===== src/rtl/drive_cmd_ctrl.sv =====
// Drive command decoder: UART bytes '0'..'3' select wheel duty targets, with watchdog stop and PWM outputs.
// Define DRIVE_RAMP_EN to ramp duties by 1 per RAMP_CLKS; otherwise duties load their targets directly.
module drive_cmd_ctrl #(
  parameter int         PWM_PRESCALE  = 196,
  parameter int         RAMP_CLKS     = 50000,
  parameter int         WATCHDOG_CLKS = 25000000,
  parameter logic [7:0] DUTY_HI       = 8'd200,
  parameter logic [7:0] DUTY_LO       = 8'd80
) (
  input  logic       i_Clock,
  input  logic       i_Reset,
  input  logic       i_Rx_DV,
  input  logic [7:0] i_Rx_Byte,
  output logic [1:0] o_Cmd,
  output logic [7:0] o_Duty_L,
  output logic [7:0] o_Duty_R,
  output logic       o_PWM_L,
  output logic       o_PWM_R,
  output logic       o_Timeout,
  output logic       o_Cmd_Err
);

  localparam logic [1:0] ST_STOPPED = 2'd0;
  localparam logic [1:0] ST_RUN     = 2'd1;
  localparam logic [1:0] ST_TIMEOUT = 2'd2;

  localparam int PS_W = (PWM_PRESCALE > 1) ? $clog2(PWM_PRESCALE) : 1;
  localparam int WD_W = (WATCHDOG_CLKS > 1) ? $clog2(WATCHDOG_CLKS) : 1;
  localparam logic [PS_W-1:0] PS_LAST = PS_W'(PWM_PRESCALE - 1);
  localparam logic [WD_W-1:0] WD_LAST = WD_W'(WATCHDOG_CLKS - 1);

  logic [1:0]      state_reg, state_next;
  logic [1:0]      cmd_reg, cmd_next;
  logic [7:0]      tgt_l_reg, tgt_l_next, tgt_r_reg, tgt_r_next;
  logic [WD_W-1:0] wd_reg, wd_next, wd_inc;
  logic            err_reg, err_next;
  logic [7:0]      duty_l_reg, duty_l_next, duty_r_reg, duty_r_next;
  logic [PS_W-1:0] ps_reg;
  logic [7:0]      phase_reg;
  logic            pwm_l_reg, pwm_r_reg;

  logic            known;
  logic [1:0]      dec_cmd;
  logic [7:0]      dec_l, dec_r;

  always_comb begin
    known   = 1'b1;
    dec_cmd = 2'd3;
    dec_l   = 8'd0;
    dec_r   = 8'd0;
    case (i_Rx_Byte)
      8'd48:   begin dec_cmd = 2'd0; dec_l = DUTY_LO; dec_r = DUTY_HI; end
      8'd49:   begin dec_cmd = 2'd1; dec_l = DUTY_HI; dec_r = DUTY_HI; end
      8'd50:   begin dec_cmd = 2'd2; dec_l = DUTY_HI; dec_r = DUTY_LO; end
      8'd51:   dec_cmd = 2'd3;
      default: known = 1'b0;
    endcase
  end

  assign wd_inc = (wd_reg == WD_LAST) ? wd_reg : wd_reg + 1'b1;

  // A valid command takes priority over a watchdog expiry in the same cycle.
  always_comb begin
    state_next = state_reg;
    cmd_next   = cmd_reg;
    tgt_l_next = tgt_l_reg;
    tgt_r_next = tgt_r_reg;
    wd_next    = wd_reg;
    err_next   = i_Rx_DV && !known;
    if (i_Rx_DV && known) begin
      wd_next    = '0;
      cmd_next   = dec_cmd;
      tgt_l_next = dec_l;
      tgt_r_next = dec_r;
      state_next = (dec_cmd == 2'd3) ? ST_STOPPED : ST_RUN;
    end else if (state_reg == ST_RUN) begin
      wd_next = wd_inc;
      if (wd_inc == WD_LAST) begin
        state_next = ST_TIMEOUT;
        cmd_next   = 2'd3;
        tgt_l_next = 8'd0;
        tgt_r_next = 8'd0;
      end
    end
  end

`ifdef DRIVE_RAMP_EN
  localparam int RP_W = (RAMP_CLKS > 1) ? $clog2(RAMP_CLKS) : 1;
  localparam logic [RP_W-1:0] RP_LAST = RP_W'(RAMP_CLKS - 1);

  logic [RP_W-1:0] ramp_reg;
  logic            ramp_tick;

  function automatic logic [7:0] step_toward(input logic [7:0] cur, input logic [7:0] tgt);
    if (cur < tgt)      return cur + 8'd1;
    else if (cur > tgt) return cur - 8'd1;
    else                return cur;
  endfunction

  assign ramp_tick = (ramp_reg == RP_LAST);

  always_ff @(posedge i_Clock) begin
    if (i_Reset) ramp_reg <= '0;
    else         ramp_reg <= ramp_tick ? '0 : ramp_reg + 1'b1;
  end

  // Stepping toward the next target lets a tick coinciding with a new command move the right way.
  assign duty_l_next = ramp_tick ? step_toward(duty_l_reg, tgt_l_next) : duty_l_reg;
  assign duty_r_next = ramp_tick ? step_toward(duty_r_reg, tgt_r_next) : duty_r_reg;
`else
  assign duty_l_next = tgt_l_reg;
  assign duty_r_next = tgt_r_reg;
`endif

  always_ff @(posedge i_Clock) begin
    if (i_Reset) begin
      state_reg  <= ST_STOPPED;
      cmd_reg    <= 2'd3;
      tgt_l_reg  <= 8'd0;
      tgt_r_reg  <= 8'd0;
      wd_reg     <= '0;
      err_reg    <= 1'b0;
      duty_l_reg <= 8'd0;
      duty_r_reg <= 8'd0;
      ps_reg     <= '0;
      phase_reg  <= 8'd0;
      pwm_l_reg  <= 1'b0;
      pwm_r_reg  <= 1'b0;
    end else begin
      state_reg  <= state_next;
      cmd_reg    <= cmd_next;
      tgt_l_reg  <= tgt_l_next;
      tgt_r_reg  <= tgt_r_next;
      wd_reg     <= wd_next;
      err_reg    <= err_next;
      duty_l_reg <= duty_l_next;
      duty_r_reg <= duty_r_next;
      if (ps_reg == PS_LAST) begin
        ps_reg    <= '0;
        phase_reg <= phase_reg + 8'd1;
      end else begin
        ps_reg <= ps_reg + 1'b1;
      end
      pwm_l_reg <= (phase_reg < duty_l_reg);
      pwm_r_reg <= (phase_reg < duty_r_reg);
    end
  end

  assign o_Cmd     = cmd_reg;
  assign o_Duty_L  = duty_l_reg;
  assign o_Duty_R  = duty_r_reg;
  assign o_PWM_L   = pwm_l_reg;
  assign o_PWM_R   = pwm_r_reg;
  assign o_Timeout = (state_reg == ST_TIMEOUT);
  assign o_Cmd_Err = err_reg;

endmodule


===== config.mk =====
export PLATFORM = sky130hd
export DESIGN_NAME = drive_cmd_ctrl
export DESIGN_NICKNAME = d
export VERILOG_FILES = /design/src/rtl/drive_cmd_ctrl.sv
export SDC_FILE = /design/constraint.sdc
export NUM_CORES = 1
export LEC_CHECK = 0
export BUFFER_PORTS_ARGS = -buffer_cell sky130_fd_sc_hd__buf_2
export CAP_MARGIN = 20
export CELL_PAD_IN_SITES_DETAIL_PLACEMENT = 1
export CELL_PAD_IN_SITES_GLOBAL_PLACEMENT = 1
export CORE_MARGIN = 2
export CORE_UTILIZATION = 47
export CTS_CLUSTER_SIZE = 8
export DETAILED_ROUTE_END_ITERATION = 8
export HOLD_SLACK_MARGIN = 0.03
export PLACE_DENSITY_LB_ADDON = 0.1
export SLEW_MARGIN = 20
export SYNTH_ARGS = -nofsm -noshare
export SYNTH_HDL_FRONTEND = slang
export SYNTH_SLANG_ARGS = --single-unit

===== constraint.sdc =====
create_clock -name i_Clock -period 4.15 [get_ports i_Clock]
set_input_delay 0.415 -clock i_Clock [delete_from_list [all_inputs] [get_ports i_Clock]]
set_output_delay 0.415 -clock i_Clock [all_outputs]
set_load 0.02 [all_outputs]

==> results.md <==
- Total Routed Length: 6990 um
- Crit Path Max Fanout: 8
- Kind of end point of the critical path: flip-flop
- Largest register FFs: 25
- Clock latency at the later pin of the worst-skew pair: 0.34 ns
- Final Cycle Share: 74.0%
- Pre-CTS setup slack: 1.09 ns
- Post-Route Setup TNS: 0 ns
- WP data required: 4.38 ns
- WHS Path Cells: 2
- First-pass GRT wire length: 12200 um
- PwrDens: 343 nW/um2
- Post-CTS Setup Repair Bufs: 0
- Crit path launch: wd_reg[2]$_SDFFE_PP0P_
- Post-DR wirelength/cell: 15.3 um
- Number of synthesized flops with an enable pin: 0
- Minimum clock period: 3.07 ns
- Initial antenna violation count: 0
- Yosys cell types: 54
- Std-Cell Rows: 29
- Max IR drop VDD: 211 uV
- Max Cap Violations: 0
- Leakage power: 1.24 nW
- GR Util All Layers: 21.4%
- CTS clk-pin slew, worst paths: 0.07 ns
- Kind of critical path: flip-flop to flip-flop
- Status: completed
- Synth async-reset ratio: 0%
- Worst Skew: 0.00928 ns
- R2R depth: 7
- Core area: 6310 um2
- Synthesized area per cell: 8.54 um2
- Dominant cells by area after synthesis: dfxtp_1 (39%), xor2_1 (7.1%), nor2_1 (6.7%)
- Worst-Margin Slew: 0.994 ns
- CTS tree: yes
- Hold path start: i_Rx_Byte[1]
- Final #Nets: 397
- Launch point of the worst reg-to-reg path: wd_reg[2]$_SDFFE_PP0P_
- Share of cells above drive strength 1: 13.2%
- HP Class: primary input to flip-flop
- Commonest register cell after synthesis: dfxtp_1
- # clock sinks: 60
- CTS buffer count: 9
- CP arrival: 3.30 ns
- Pre-antenna DRT Iters: 4
- Port Buffers: 24
- Chip width: 84.8 um
- Post-Syn Area: 3070 um2
- Io pins: 33
- CP Launch Type: flip-flop
- HPWL after DPL: 5040 um
- Synth top cells by count: dfxtp_1 (60), nor2_1 (55), xor2_1 (25), nand2_1 (24), nand3_1 (20)
- Diode count: 0
- Starting Density: 48.6%
- F_max: 326 MHz
- GR Overflow Total: 0
- Final max-slew violation count: 0
- ANT nets after route: 0
- Largest net degree at the start of global routing: 28
- Synth-to-Final Area Change: 8.53%
- Seq cells post-synth: 60
- Resized cells post-CTS: 0
- # fillers: 784
- Reg-to-reg slack, setup: 1.08 ns
- Final Hold Viols: 0
- GP Congestion: 0.839
- Cell count after synthesis: 359
- Reg2Reg Capture Point: duty_r_next[4]$_SDFFE_PP0P_
- Top-count cell post-synth: dfxtp_1
- H-Tree Depth: 3
- Final setup fails: 0
- Vias in the first global route: 2479
- Max-slew headroom: 33.7%
- Vias/cell: 5.50
- DRT iter0 DRCs: 107
- Die Span Y: 84.8 um
- Yosys warning total: 0
- Vias: 2514
- Die area: 7190 um2
- Register area share after synthesis: 39.2%
- CTS Hold Buffers Added: 0
- Worst Hold Endpoint: duty_l_next[4]$_SDFFE_PP0P_
- Post-synth top area share: 39.2%
- CTS root buf: clkbuf_8
- RSZ-0062 raised after global routing: false
- CTS Buffer Depth: 2
- Setup WS post-layout: 1.08 ns
- Cell taking the most area after synthesis: dfxtp_1
- DRC viols: 0
## layer usage
| layer | wire [um] | GRT usage [%] |
|---|---|---|
| met5 | 0 | 0 |
| met4 | 147 | 8.66 |
| met3 | 269 | 5.60 |
| met2 | 3360 | 34.9 |
| met1 | 3210 | 27.0 |
## final cells by class
cell class	count	area, um2	area share (%)
multi-input combinational	269	1670	50.1
sequential	60	1200	36.1
clock buffer	12	155	4.66
timing repair buffer	25	128	3.83
tap	77	96.3	2.89
inverter	12	45.0	1.35
clock inverter	2	35.0	1.05
## where the power goes
| part | switching (mW) | leakage (nW) | total, mW | internal (mW) |
|---|---|---|---|---|
| combinational | 0.0229 | 0.656 | 0.0322 | 0.00922 |
| sequential | 0.00245 | 0.484 | 0.582 | 0.580 |
| clock | 0.224 | 0.0983 | 0.527 | 0.303 |
| total | 0.249 | 1.24 | 1.14 | 0.892 |
## worst max path at each step
stage | endpoint | slack, ns | cells after the start
floorplan | duty_r_next[4]$_SDFFE_PP0P_ | 1.56 | 8
global placement | duty_r_next[4]$_SDFFE_PP0P_ | 1.24 | 8
detailed placement | duty_r_next[4]$_SDFFE_PP0P_ | 1.09 | 7
CTS | duty_r_next[4]$_SDFFE_PP0P_ | 1.10 | 7
global route | duty_r_next[4]$_SDFFE_PP0P_ | 0.90 | 7
finish | duty_r_next[4]$_SDFFE_PP0P_ | 1.08 | 7
## through the flow
stage          power [mW]  util (%)  cells  hold WS, ns  area (um2)
4_1_cts              1.16      52.7    457        0.334        3330
3_5_place_dp        0.627      49.7    443        0.443        3140
6_report             1.14      52.7    457        0.352        3330
3_3_place_gp        0.626      49.7    443        0.425        3140
2_1_floorplan       0.623         -    366        0.413        3090
5_1_grt              1.18      52.7    457        0.350        3330
## critical path, cell delays in order, from the launching register on
cell and delay [ns]:
dfxtp_1 0.54, nand4_1 0.19, nor2_1 0.49, nand4_1 0.16, a2111o_1 0.44, nor4_1 0.55, o2111ai_2 0.28, a32o_1 0.31
## cell usage in the layout, fill, tap and decap left out, types with 2 or more instances in the layout
cell and n:
nor2_1 55, nand2_1 24, or3_1 6, xnor2_1 14, inv_1 12, xor2_1 25
nand4_1 15, or2_2 2, a211oi_1 3, a21o_1 2, o21ai_0 15, nand3b_1 2
clkbuf_8 11, nor2b_1 8, ha_1 9, nor4_1 7, a21oi_1 8, nand3_1 20
and3_1 8, a31oi_1 3, dfxtp_1 60, nor3_1 9, buf_2 24, conb_1 8
## cells by family (layout without fill, tap and decap cells)
family                   after synthesis  in the layout  share of synthesized area [%]
AND/OR/NAND/NOR                      169            169                           28.5
flip-flops                            60             60                           39.2
AO/OA/AOI/OAI                         43             43                           9.79
XOR/XNOR                              39             39                           11.1
buffers and inverters                 37             51                           7.30
adder cells (fa/ha/maj)                9              9                           3.67
other                                  1              8                          0.122
multiplexers                           1              1                          0.326
No activity file was read; power rests on OpenSTA's default activity.
